**config.mk**
```make
export PLATFORM = sky130hd
export DESIGN_NAME = board_renderer
export DESIGN_NICKNAME = d
export VERILOG_FILES = /design/src/rtl/board_pkg.sv /design/src/rtl/board_scan_counter.sv /design/src/rtl/board_renderer.sv
export SDC_FILE = /design/constraint.sdc
export NUM_CORES = 1
export LEC_CHECK = 0
export BUFFER_PORTS_ARGS = -buffer_cell sky130_fd_sc_hd__buf_2
export CORE_MARGIN = 4
export CORE_UTILIZATION = 40
export DETAILED_ROUTE_END_ITERATION = 8
export PLACE_DENSITY = 0.62
export SETUP_SLACK_MARGIN = 0.15
export SKIP_CTS_REPAIR_TIMING = 1
export SLEW_MARGIN = 20
export SYNTH_ARGS = -nofsm -noshare
export SYNTH_HDL_FRONTEND = slang
export SYNTH_HIERARCHICAL = 1
export SYNTH_SLANG_ARGS = --single-unit
export TNS_END_PERCENT = 30
```
**constraint.sdc**
```tcl
create_clock -name clk -period 9.15 [get_ports clk]
set_input_delay 1.3725 -clock clk [delete_from_list [all_inputs] [get_ports clk]]
set_output_delay 1.3725 -clock clk [all_outputs]
set_load 0.01 [all_outputs]
```
**src/rtl/board_pkg.sv**
```systemverilog
// board_pkg: shared colours, FSM states and cell indexing for the board renderer
// Contents: BOARD_N, COL_* colour codes, state_t encoding, cell_idx(r,c) = r*8+c
package board_pkg;
  localparam int BOARD_N = 8;
  localparam logic [2:0] COL_EMPTY    = 3'b000;
  localparam logic [2:0] COL_BORDER   = 3'b111;
  localparam logic [2:0] COL_FILLED   = 3'b011;
  localparam logic [2:0] COL_ACTIVE   = 3'b110;
  localparam logic [2:0] COL_CONFLICT = 3'b100;
  localparam logic [2:0] COL_OVER     = 3'b101;
  typedef enum logic [1:0] {ST_IDLE, ST_DRAW, ST_DONE} state_t;
  function automatic logic [5:0] cell_idx(input logic [2:0] r, input logic [2:0] c);
    return {r, c};
  endfunction
endpackage

```
**src/rtl/board_scan_counter.sv**
```systemverilog
// board_scan_counter: nested raster counters over the 8x8 board with screen coordinates
// Ports: clk, reset (async), clear (back to first pixel), advance (step one pixel);
//        r/c cell row/col, pix_edge (border pixel), last (final pixel), x/y screen position
module board_scan_counter
  import board_pkg::*;
#(
  parameter int CELL_PX  = 12,
  parameter int ORIGIN_X = 16,
  parameter int ORIGIN_Y = 16
) (
  input  logic       clk,
  input  logic       reset,
  input  logic       clear,
  input  logic       advance,
  output logic [2:0] r,
  output logic [2:0] c,
  output logic       pix_edge,
  output logic       last,
  output logic [7:0] x,
  output logic [6:0] y
);
  localparam int PW = $clog2(CELL_PX + 1);
  localparam logic [PW-1:0] PX_MAX = PW'(CELL_PX - 1);
  logic [PW-1:0] px, py;
  logic px_end, c_end, py_end, r_end, row_end;
  assign px_end   = px == PX_MAX;
  assign py_end   = py == PX_MAX;
  assign c_end    = c == 3'(BOARD_N - 1);
  assign r_end    = r == 3'(BOARD_N - 1);
  assign row_end  = px_end && c_end;
  assign pix_edge = px_end || py_end;
  assign last     = row_end && py_end && r_end;
  // x/y track the screen position incrementally so no multiply by CELL_PX is needed
  always_ff @(posedge clk or posedge reset)
    if (reset) begin
      px <= '0;
      py <= '0;
      c  <= '0;
      r  <= '0;
      x  <= 8'(ORIGIN_X);
      y  <= 7'(ORIGIN_Y);
    end else if (clear) begin
      px <= '0;
      py <= '0;
      c  <= '0;
      r  <= '0;
      x  <= 8'(ORIGIN_X);
      y  <= 7'(ORIGIN_Y);
    end else if (advance) begin
      px <= px_end ? '0 : px + 1'b1;
      c  <= px_end ? c + 3'd1 : c;
      x  <= row_end ? 8'(ORIGIN_X) : x + 8'd1;
      py <= row_end ? (py_end ? '0 : py + 1'b1) : py;
      r  <= row_end && py_end ? r + 3'd1 : r;
      y  <= row_end ? (py_end && r_end ? 7'(ORIGIN_Y) : y + 7'd1) : y;
    end
endmodule

```
**src/rtl/board_renderer.sv**
```systemverilog
// board_renderer: rasterises the 8x8 board, active block and game-over state into VGA pixel writes
// Ports: clk, reset (async, active-high), start (redraw request, IDLE only), game_grid/active_block
//        (bit r*8+c), active_x/active_y (block origin), game_over; busy, done (1-cycle pulse),
//        vga_x/vga_y/vga_colour/vga_plot (one registered pixel per clock)
module board_renderer
  import board_pkg::*;
#(
  parameter int CELL_PX  = 12,
  parameter int ORIGIN_X = 16,
  parameter int ORIGIN_Y = 16
) (
  input  logic        clk,
  input  logic        reset,
  input  logic        start,
  input  logic [63:0] game_grid,
  input  logic [63:0] active_block,
  input  logic [2:0]  active_x,
  input  logic [2:0]  active_y,
  input  logic        game_over,
  output logic        busy,
  output logic        done,
  output logic [7:0]  vga_x,
  output logic [6:0]  vga_y,
  output logic [2:0]  vga_colour,
  output logic        vga_plot
);
  if (ORIGIN_X + BOARD_N * CELL_PX > 160 || ORIGIN_Y + BOARD_N * CELL_PX > 120) begin : g_bad_geometry
    $error("board_renderer: board does not fit on the 160x120 screen");
  end
  state_t      state;
  logic [63:0] grid_s, block_s, g, b;
  logic [2:0]  ax_s, ay_s, ax, ay, dr, dc, r, c, col;
  logic        go_s, go, hit, ov, idle, advance, pix_edge, last;
  logic [7:0]  sx;
  logic [6:0]  sy;
  assign idle    = state == ST_IDLE;
  assign advance = (idle && start) || state == ST_DRAW;
  board_scan_counter #(
    .CELL_PX (CELL_PX),
    .ORIGIN_X(ORIGIN_X),
    .ORIGIN_Y(ORIGIN_Y)
  ) u_scan (
    .clk     (clk),
    .reset   (reset),
    .clear   (!advance),
    .advance (advance),
    .r       (r),
    .c       (c),
    .pix_edge(pix_edge),
    .last    (last),
    .x       (sx),
    .y       (sy)
  );
  // The first pixel is emitted on the start edge itself, before the snapshot
  // registers load, so it reads the live inputs that are being captured.
  always_comb begin
    g   = idle ? game_grid : grid_s;
    b   = idle ? active_block : block_s;
    ax  = idle ? active_x : ax_s;
    ay  = idle ? active_y : ay_s;
    go  = idle ? game_over : go_s;
    dr  = r - ay;
    dc  = c - ax;
    hit = g[cell_idx(r, c)];
    ov  = !go && r >= ay && c >= ax && b[cell_idx(dr, dc)];
    col = pix_edge ? COL_BORDER :
          go && hit ? COL_OVER :
          ov && hit ? COL_CONFLICT :
          ov ? COL_ACTIVE :
          hit ? COL_FILLED : COL_EMPTY;
  end
  // DONE spans two cycles: the last pixel's plot cycle, then the done pulse cycle,
  // so a start coinciding with done is still ignored.
  always_ff @(posedge clk or posedge reset)
    if (reset) begin
      state      <= ST_IDLE;
      grid_s     <= '0;
      block_s    <= '0;
      ax_s       <= '0;
      ay_s       <= '0;
      go_s       <= 1'b0;
      busy       <= 1'b0;
      done       <= 1'b0;
      vga_plot   <= 1'b0;
      vga_x      <= '0;
      vga_y      <= '0;
      vga_colour <= '0;
    end else begin
      vga_plot <= advance;
      done     <= state == ST_DONE && !done;
      if (advance) begin
        vga_x      <= sx;
        vga_y      <= sy;
        vga_colour <= col;
      end
      if (idle && start) begin
        grid_s  <= game_grid;
        block_s <= active_block;
        ax_s    <= active_x;
        ay_s    <= active_y;
        go_s    <= game_over;
        busy    <= 1'b1;
        state   <= ST_DRAW;
      end
      if (state == ST_DRAW && last) state <= ST_DONE;
      if (state == ST_DONE && done) begin
        busy  <= 1'b0;
        state <= ST_IDLE;
      end
    end
endmodule

```
# Yosys cells after proc, flatten, opt, wreduce, memory -nomap -nowiden
# Index checks and enable logic that the tools add are counted.
totals:
  elab_cells: 92
  out_inout_bits: 21
  ff_bits: 187
  inputBits: 138
op_classes:
  reduce_logical: 20
  n_addsub: 8
  eq_ne: 9
  muxes: 33
  magnitude_cmp: 4
ops:
  columns: ["cell", "count"]
  rows:
  - ["64-bit two-way mux", 2]
  - ["3-bit two-way mux", 10]
  - ["7-bit two-way mux", 3]
  - ["4-bit two-way mux", 5]
  - ["8-bit two-way mux", 2]
  - ["6-bit by 7-bit less-than comparator with 1-bit output, second input constant", 2]
  - ["1-bit logical AND", 13]
  - ["1-bit binary-select mux with 6-bit select", 2]
  - ["4-bit by 1-bit adder with 4-bit output, second input constant", 2]
  - ["8-bit by 1-bit adder with 8-bit output, second input constant", 1]
  - ["4-bit == test, second input constant", 2]
  - ["2-bit two-way mux", 4]
  - ["7-bit by 1-bit adder with 7-bit output, second input constant", 1]
  - ["3-bit by 1-bit adder with 3-bit output, second input constant", 2]
  - ["3-bit == test, second input constant", 2]
  - ["3-bit >= comparator", 2]
  - ["2-bit by 1-bit != test with 1-bit output, second input constant", 3]
  - ["3-bit subtractor", 2]
  - ["1-bit two-way mux", 5]
  - ["3-bit nonzero test", 1]
  - ["2-bit by 1-bit == test with 1-bit output, second input constant", 1]
  - ["2-bit == test, second input constant", 1]
  - ["1-bit logical NOT", 2]
  - ["2-bit logical NOT", 1]
  - ["other kinds (2)", 3]

# Logic depth before layout (Yosys ltp)
# Gate-level depths: netlist (run 1).
depth:
  word_depth: 10
  depth_mapped: 20
  ltp_nobuf: 16

# Modules after synthesis
# Netlist (run 1), hierarchy kept.
modules_own_cells:
  columns: ["mod", "seq_area_each_um2", "area_each_um2", "n_inst", "cells_per_inst"]
  rows:
  - ["board_renderer", 3953.8, 8628.3, 1, 720]
  - ["board_scan_counter", 728.2, 1656.6, 1, 168]

# Worst setup path after synthesis (run 1)
# Ideal clock, no wire load.
synth_timing:
  kind: "input -> register"
  from: "input port active_x[0]"
  to: "register vga_colour[1]"
  setup_slack_ns: 4.535
  arrival_ns: 4.538
  stages: 16
  t_required_ns: 9.073
  path_buffers: 1
  cell_sequence: "nand2_1 > nand2_1 > ha_1 > fa_1 > clkbuf_1 > clkinv_1 > mux4_2 > nor2_1 > o2111a_1 > or4_1 > nor4_1 > nor2_1 > ha_1 > inv_1 > o2111ai_1 > a21oi_1"
synth_via:
  elab_chain_cells: 9
  elab_cells_between_ends: 12
  cone_classes: "add/sub: 1; order compare: 1; mux: 7; reduce/logical: 3"
synth_lines:
  columns: ["item", "line", "text"]
  rows:
  - ["start: declaration", "board_renderer.sv:17", "input logic [2:0] active_x,"]
  - ["3-bit two-way mux (*)", "board_renderer.sv:59", "ax = idle ? active_x : ax_s;"]
  - ["3-bit subtractor", "board_renderer.sv:63", "dc = c - ax;"]
  - ["1-bit binary-select mux with 6-bit select", "board_renderer.sv:65", "ov = !go && r >= ay && c >= ax && b[cell_idx(dr, dc)];"]
  - ["1-bit two-way mux (implied by the code)", "board_renderer.sv:65", null]
  - ["1-bit logical AND (*)", "board_renderer.sv:65", null]
  - ["3-bit two-way mux or 1-bit logical AND (tied branches)", "board_renderer.sv:69, board_renderer.sv:68", null]
  - ["3-bit two-way mux (*)", "board_renderer.sv:68", "ov && hit ? COL_CONFLICT :"]
  - ["3-bit two-way mux (*)", "board_renderer.sv:67", "go && hit ? COL_OVER :"]
  - ["3-bit two-way mux (*)", "board_renderer.sv:66", "col = pix_edge ? COL_BORDER :"]
  - ["end signal: assignment", "board_renderer.sv:94", "vga_colour <= col;"]
  - ["end: declaration", "board_renderer.sv:24", "output logic [2:0] vga_colour,"]
# Mark *: on every way between the ends. The rest lies on a longest branch, timed or not. The select of a mux whose other input is x is not followed.
# A chain may end at the register's enable or synchronous reset.

# Worst setup path after layout (run 1)
layout_timing:
  from: "register state[1]"
  to: "register vga_colour[1]"
layout_via:
  elab_chain_cells: 10
  elab_cells_between_ends: 28
  cone_classes: "add/sub: 2; order compare: 2; eq/ne: 1; mux: 14; reduce/logical: 9"
layout_lines:
  columns: ["item", "line", "text"]
  rows:
  - ["start: declaration", "board_renderer.sv:30", "state_t state;"]
  - ["start signal: assignment", "board_renderer.sv:76", "state <= ST_IDLE;"]
  - ["start signal: assignment", "board_renderer.sv:103", "state <= ST_DRAW;"]
  - ["start signal: assignment", "board_renderer.sv:105", "if (state == ST_DRAW && last) state <= ST_DONE;"]
  - ["2-bit logical NOT", "board_renderer.sv:36", "assign idle = state == ST_IDLE;"]
  - ["3-bit two-way mux (tied with other cells)", "board_renderer.sv:59", null]
  - ["3-bit subtractor (tied with other cells)", "board_renderer.sv:63", null]
  - ["1-bit binary-select mux with 6-bit select or 1-bit logical AND (tied branches)", "board_renderer.sv:65", null]
  - ["1-bit two-way mux (implied by the code) or 1-bit logical AND (tied branches)", "board_renderer.sv:65", null]
  - ["1-bit logical AND", "board_renderer.sv:65", null]
  - ["3-bit two-way mux or 1-bit logical AND (tied branches)", "board_renderer.sv:69, board_renderer.sv:68", null]
  - ["3-bit two-way mux", "board_renderer.sv:68", null]
  - ["3-bit two-way mux", "board_renderer.sv:67", null]
  - ["3-bit two-way mux", "board_renderer.sv:66", null]
# Several ways; a longest one is shown, not always the timed one. The select of a mux whose other input is x is not followed.

==> results.cfg, run 1 <==
[pwr]
power_density_nw_per_um2 = 276
p_switching_mw = 1.08
power_frac_seq = 0.383
internal_power_mw = 2.22
total_power_mw = 3.30
p_leak_nw = 5.18
switching_share = 0.327
peakVddDrop_v = 0.000142
power_frac_comb = 0.362
pwr-share-clk = 0.255

[sta]
setup_ws_ns = 3.76
setup_violations = 0
finalSetupTns_ns = 0
finalHoldViolations = 0
max_slew_margin = 0.368
finalCriticalPeriod_ns = 5.39
fin_skew_ns = 0.00904
fmax_mhz = 186
tightest_slew_ns = 0.948
fin_crit_sh = 0.589
drv_slew = 0
rsz0062_at_grt = false

[worst_setup_path]
end_kind = register
crit_path_start_kind = register
r2r-start = state[1]
crit_path_max_fanout = 53
cp.required_ns = 9.51
critPathArrivalTime_ns = 5.75
path_class = reg2reg
startpoint = state[1]

[worst_hold_path]
hold_class = reg2reg
hold_start = vga_x[4]

[clock_tree]
path_clk_slew_ns = 0.07
cts.sinks = 187
htree_levels = 4
cts_buffers = 17
clockRootBuffer = clkbuf_16
clk_path_buf_depth = 2
worstSkewPairLatency_ns = 0.43
cts_tree = yes

[logic_synthesis]
synth-simple-area-share = 0.117
synth_top_family_by_area = multiplexers
synth_top_area_cell = dfrtp_1
synthMuxAreaShare = 0.256
synth_fa_ha_area_frac = 0.0221
synth_ff_type = dfrtp_1
synthTopCellsByArea = dfrtp_1, mux2_2, mux4_2, nand2_1, mux2i_1
ys_async_sr_fraction = 1.00
mappedNetlistNets = 1043
synth-compound-area-share = 0.106
ys_seq_area_frac = 0.455
ys_ff_latch = 187
synth_edf_count = 0
syn_avg_cell_area_um2 = 11.6
synth_area_um2 = 10300
synth.top_cell.area_share = 0.450
synth_xor_area_frac = 0.00681
synth_warnings = 6
yosysUniqueCellTypes = 75
synthCells = 888

[floorplan]
ios = 159
fp.dieH_um = 168
row_count = 58
die-area_um2 = 28300
die_w_um = 168
start_util = 0.407
core_area_um2 = 25300

[place]
dpl_cell_area_um2 = 11300
pre_cts_ws_ns = 3.78
finalWeightedCongestion = 0.784
dp_hpwl_mm = 17.8
port_buffers = 158
dp.cells = 1327

[run]
maxCapViolations = 0

[cells_and_area]
drive_gt1_frac = 0.384
finish.instance_area_um2 = 12000
fin_cells = 1360
final_common_cell = dfrtp_1
final_nets = 1171
syn2layout_area_growth_pct = 16.5
layout_common_cells = dfrtp_1, buf_2, mux2_2

[run_status]
status = finished, final reports clean

[global_routing]
grt_overflow = 0
grt_pass1_wl_mm = 42.4
grt_max_degree = 89
grt_use_total = 0.186
grt_pass1_vias = 7596
antenna_found_initial = 14

[routing]
drt_iter0_markers = 550
wire_per_inst_um = 19.1
vias_per_cell = 5.65
drc_errors = 0
postRouteAntennaNets = 0
vias = 7690
drt_wl_total_mm = 26.0
drt_pass1_iterations = 5
[metrics by stage]
stage | util | hold slack (ns)
after global placement | 0.448 | 0.454
final | 0.474 | 0.467
after global routing | 0.474 | 0.499
after detailed placement | 0.448 | 0.457
after floorplan | - | 0.469
after CTS | 0.474 | 0.474
[path summary, 6_finish.rpt]
check	endpoint	slack (ns)	cells past startpoint
min	vga_x[4]	0.47	2
min in group asynchronous	u_scan/x[5]	1.05	3
max in group asynchronous	grid_s[22]	6.54	3
min reg2reg	vga_x[4]	0.47	2
max	vga_colour[1]	3.76	18
max reg2reg	vga_colour[1]	3.76	18
[cells in the mapped netlist (all sizes together) (6+ instances only)]
cell type and number:
dfrtp 185, buf 32, nand2 110, nor3b 7, o211ai 12, mux2i 27, o21ai 20, ha 15
o2111ai 7, nor4 6, mux2 138, a21oi 19, o21a 17, nand3 13, or4 6, nand2b 11
a211oi 22, nand4 12, nor3 8, clkbuf 30, nor2 35, inv 18, mux4 36
[cell type report]
class	instances	area, µm²
diodes	1	2.50
repair buffers	171	892
flip-flops and latches	187	4680
clock inverters	13	213
well taps	330	413
clock buffers	19	453
multi-input cells	617	5240
inverters	22	87.6
fillers	2354	13300
[power by group through the flow]
stage | sequential (mW) | combinational (mW) | clock [mW]
final | 1.26 | 1.20 | 0.844
after global routing | 1.30 | 1.32 | 0.894
after CTS | 1.26 | 1.20 | 0.858
after detailed placement | 1.28 | 1.20 | 0
after global placement | 1.27 | 1.17 | 0
after floorplan | 1.25 | 0.907 | 0
[registers in the layout (all words and copies together) (netlist names), 2 cells and up]
register    cells
block_s        64
grid_s         64
u_scan/x        8
vga_x           8
u_scan/y        7
vga_y           7
u_scan/px       4
u_scan/py       4
ax_s            3
ay_s            3
u_scan/c        3
u_scan/r        3
vga_colour      3
state           2
[routing by layer]
metal | GRT usage | routed length, µm | up-vias
li1 | - | - | 3565
met4 | 0.0494 | 537 | 26
met5 | 0 | 142 | -
met1 | 0.257 | 11600 | 3847
met3 | 0.0610 | 1670 | 54
met2 | 0.284 | 12100 | 198
[worst max-delay path, stage by stage (launching register included)]
cell and delay (ns):
dfrtp_1 0.36, buf_4 0.26, or2_2 0.33, buf_4 0.36, nand2_1 0.15, nand2_1 0.06, ha_1 0.20, fa_1 0.77
clkinv_1 0.56, mux4_2 0.39, o22ai_1 0.08, or4b_1 0.53, o311a_1 0.16, nor4_1 0.35, nor2_1 0.10, ha_1 0.30
inv_1 0.06, o2111ai_1 0.11, a21oi_1 0.16
[logic make-up after synthesis]
family                     count (synthesis)
AOI/OAI and AO/OA                        150
and+or+nand+nor                          241
DFF                                      187
adders and majority gates                 17
muxes                                    201
buffers and inverters                     84
xor gates and xnor gates                   8
No activity file was read; power rests on OpenSTA's default activity.
==> run 2, diff against run 1 <==
Clock period 9.15 ns to 5.58 ns, I/O delays scaled along.
==> run 2 against run 1 <==
Sequential share of layout area rose by 0.082 points. Wire length up 0.25%. Non-clock buffer count up 2. Flip-flop and latch count is the same. Via count about the same. First-iteration DRC count fell by 5.5%. Design area down 0.21%. Clock skew up 0.0039 ns. Critical path depth is 2 lower. Global-route usage down 0.067 points. Fmax is 14% higher. Largest cell class unchanged. Largest power group unchanged.
==> results.cfg, run 2 (synthesis results as in run 1) <==
[routing]
drc_errors = 0
wire_per_inst_um = 19.2
drt_wl_total_mm = 26.1
drt_iter0_markers = 520
vias_per_cell = 5.65
postRouteAntennaNets = 0
vias = 7692
drt_pass1_iterations = 5

[floorplan]
row_count = 58
die-area_um2 = 28300
fp.dieH_um = 168
die_w_um = 168
core_area_um2 = 25300
start_util = 0.407
ios = 159

[cells_and_area]
drive_gt1_frac = 0.383
reg_top3 = block_s: 64 flops, grid_s: 64 flops
multiInputGateArea_um2 = 5240
finish.instance_area_um2 = 12000
fillers = 2340
final_common_cell = dfrtp_1
regArea_um2 = 4680
fin_util = 0.473
syn2layout_area_growth_pct = 16.3
final_nets = 1173
fin_cells = 1362
layout_common_cells = dfrtp_1, buf_2, mux2_2

[clock_tree]
path_clk_slew_ns = 0.07
cts_tree = yes
htree_levels = 4
worstSkewPairLatency_ns = 0.44
clockRootBuffer = clkbuf_16
clk_path_buf_depth = 2
cts_buffers = 17
cts.sinks = 187

[worst_setup_path]
path_delay_family = simple AND/OR/NAND/NOR gates
startpoint = state[1]
cpPeakStageDelay_ns = 0.73
regToRegEndpoint = vga_colour[1]
end_kind = register
critPathArrivalTime_ns = 5.08
crit_chain = or2_2 > buf_4 > nand2_1 > nand2_1 > fa_1 > clkinv_1 > mux4_2 > o22ai_1 > or4b_1 > o311a_1 > nor4_1 > nor2_1 > ha_1 > inv_1 > o2111ai_1 > a21oi_1
slowest_stage = fa_1
path_class = reg2reg
crit_end = vga_colour[1]
cp.required_ns = 5.93
crit_path_start_kind = register
cp.depth = 16
crit_top_cell = nand2_1
ff2ff_setup_slack_ns = 0.85
crit_buf_inv = 3
reg2regPathDepth = 16
crit_path_max_fanout = 24
r2r-start = state[1]

[global_routing]
grt_overflow = 0
antenna_found_initial = 9
grt_use_total = 0.185
grt_pass1_vias = 7691
grt_pass1_wl_mm = 42.2
grt_max_degree = 89

[pwr]
power_density_nw_per_um2 = 447
total_power_mw = 5.34
pwr-share-clk = 0.241
p_switching_mw = 1.78
internal_power_mw = 3.56
power_frac_comb = 0.370
peakVddDrop_v = 0.000190
power_frac_seq = 0.389
switching_share = 0.334
p_leak_nw = 5.16

[sta]
tightest_slew_ns = 0.927
setup_violations = 0
fmax_mhz = 212
finalCriticalPeriod_ns = 4.73
max_slew_margin = 0.382
finalSetupTns_ns = 0
drv_slew = 0
finalHoldViolations = 0
fin_crit_sh = 0.847
rsz0062_at_grt = false
setup_ws_ns = 0.853
hold_ws_ns = 0.441
fin_skew_ns = 0.0129

[place]
dp_hpwl_mm = 18.3
dp.cells = 1329
port_buffers = 158
finalWeightedCongestion = 0.847
dpl_cell_area_um2 = 11300
pre_cts_ws_ns = 0.807

[run]
maxCapViolations = 0

[run_status]
status = finished, final reports clean

[worst_hold_path]
hold_class = in2async
==> run 2: layout make-up <==
cell class	count	area share
Multi-Input combinational cell	617	0.438
Sequential cell	187	0.392
Timing Repair Buffer	173	0.0766
Clock buffer	20	0.0382
Tap cell	330	0.0345
Clock inverter	11	0.0132
Inverter	22	0.00733
Antenna cell	2	0.000419
==> run 2: metal layers <==
metal,vias up,routed length (µm),part of all wire,global-route usage
met1,3879,12000,0.46,0.264
met3,43,1230,0.047,0.0453
met2,186,12300,0.47,0.284
li1,3570,-,-,-
met5,-,80,0.0031,0
met4,14,442,0.017,0.0505
==> run 2: how the worst min path moves through the flow <==
stage                startpoint       end  slack [ns]
global placement       vga_x[7]  vga_x[7]        0.45
CTS                       reset  vga_y[6]        0.45
global route              reset  vga_x[5]        0.48
floorplan           u_scan/x[6]  vga_x[6]        0.47
finish                    reset  vga_x[5]        0.44
detailed placement     vga_y[5]  vga_y[5]        0.46
==> run 2: power groups by stage <==
stage	Combinational, mW	Clock (mW)	Sequential [mW]
3_3_place_gp	1.94	0	2.09
4_1_cts	1.98	1.32	2.08
2_1_floorplan	1.49	0	2.04
5_1_grt	2.17	1.38	2.14
3_5_place_dp	1.97	0	2.10
6_report	1.97	1.29	2.08
==> run 3, diff against run 2 <==
Clock period 5.58 ns to 4.4 ns, I/O delays scaled along.
==> run 3 against run 2 <==
Flip-flop and latch count is the same. Wire length rose by 0.85%. Design area grew 1.3%. Setup slack got worse by 0.42 ns. Die area unchanged. Clock-buffer cell count unchanged. Register-to-register slack got worse by 0.42 ns. Critical endpoint unchanged.
==> results.cfg, run 3 (synthesis results as in run 1) <==
[sta]
drv_slew = 0
fmax_mhz = 252
hold_ws_ns = 0.341
finalCriticalPeriod_ns = 3.97
fin_crit_sh = 0.903
tightest_slew_ns = 0.764
max_slew_margin = 0.490
finalHoldViolations = 0
rsz0062_at_grt = false
setup_violations = 0
fin_skew_ns = 0.0161

[clock_tree]
htree_levels = 4
cts_buffers = 17
clk_path_buf_depth = 2
path_clk_slew_ns = 0.07
worstSkewPairLatency_ns = 0.43
clockRootBuffer = clkbuf_16
cts.sinks = 187
cts_tree = yes

[routing]
vias_per_cell = 5.54
wire_per_inst_um = 19.1
drc_errors = 0
drt_wl_total_mm = 26.3
vias = 7642
drt_iter0_markers = 594
drt_pass1_iterations = 5
postRouteAntennaNets = 0

[floorplan]
ios = 159
row_count = 58
die-area_um2 = 28300
fp.dieH_um = 168
core_area_um2 = 25300
start_util = 0.407
die_w_um = 168

[worst_setup_path]
crit_path_start_kind = register
crit_buf_inv = 3
critPathArrivalTime_ns = 4.32
cp.required_ns = 4.75
slowest_stage = fa_1
path_class = reg2reg
end_kind = register
path_delay_family = simple AND/OR/NAND/NOR gates
crit_path_max_fanout = 26
crit_chain = or2_2 > buf_4 > buf_4 > nand2_1 > nand2_1 > ha_1 > fa_1 > o2111a_1 > or4_1 > nor4_2 > nor2_1 > ha_1 > inv_1 > o2111ai_1 > a21oi_1
cpPeakStageDelay_ns = 0.64

[place]
dp_hpwl_mm = 18.6
dp.cells = 1341
finalWeightedCongestion = 0.863
port_buffers = 158

[cells_and_area]
layout_common_cells = dfrtp_1, buf_2, mux2_2
fillers = 2363
fin_cells = 1379
final_nets = 1185
final_common_cell = dfrtp_1
syn2layout_area_growth_pct = 17.7
multiInputGateArea_um2 = 5260
drive_gt1_frac = 0.396
regArea_um2 = 4680
reg_top3 = block_s: 64 flops, grid_s: 64 flops

[run]
maxCapViolations = 0

[run_status]
status = finished, final reports clean

[global_routing]
grt_use_total = 0.187
antenna_found_initial = 5
grt_pass1_vias = 7812
grt_pass1_wl_mm = 43.1
grt_overflow = 0
grt_max_degree = 70

[pwr]
p_leak_nw = 5.24
peakVddDrop_v = 0.000276
power_density_nw_per_um2 = 567
total_power_mw = 6.86

[worst_hold_path]
hold_class = in2async
run 3: changes by cell type in the layout (fill, tap and decap cells not counted), moves of 2 or more:
| cell | change |
|---|---|
| buf_12 | +2 |
| inv_6 | -3 |
| diode_2 | +4 |
| buf_4 | +9 |
| nor4_1 | -2 |
| nor4_2 | +2 |
| clkinv_2 | +2 |
run 3: worst min-delay path, stage by stage:
cell and delay (ns):
buf_2 0.12, inv_1 0.05, buf_4 0.36
run 3: cell type report:
type	count	area share
antenna	6	0.00124
timing repair buffer	185	0.0854
sequential	187	0.387
multi-input combinational	617	0.434
tap	330	0.0341
inverter	22	0.00713
clock buffer	20	0.0377
clock inverter	12	0.0133
run 3: power by group:
part | internal [mW] | leakage [nW] | total [mW] | switching [mW]
clock network | 0.934 | 0.299 | 1.64 | 0.706
registers | 2.30 | 2.26 | 2.63 | 0.330
logic | 1.34 | 2.68 | 2.59 | 1.25
total | 4.57 | 5.24 | 6.86 | 2.29
run 3: metrics by stage:
stage	instance area [µm²]	setup WS, ns	TNS (ns)	util
4_1_cts	12100	0.204	0	0.478
5_1_grt	12100	0.136	0	0.479
3_5_place_dp	11500	0.234	0	0.453
2_1_floorplan	10300	-0.0715	-0.0715	-
3_3_place_gp	11500	0.312	0	0.453
6_report	12100	0.428	0	0.480
run 3: worst paths after layout:
| path | startpoint | slack, ns | endpoint | depth (start not counted) |
|---|---|---|---|---|
| setup / recovery | state[1] | 0.43 | vga_colour[1] | 15 |
| max in group asynchronous | reset | 3.20 | grid_s[45] | 3 |
| hold reg to reg | vga_x[5] | 0.47 | vga_x[5] | 2 |
| hold / removal | reset | 0.34 | u_scan/x[5] | 3 |
| min in group clk | vga_x[5] | 0.47 | vga_x[5] | 2 |
| setup reg to reg | state[1] | 0.43 | vga_colour[1] | 15 |
run 3: per-layer routing:
metal,routed length (µm),GRT usage,part of all wire,up-vias
met5,21,0,0.00080,-
met4,312,0.0416,0.012,4
met3,1480,0.0453,0.056,27
met2,12100,0.288,0.46,178
met1,12400,0.271,0.47,3837
li1,-,-,-,3596
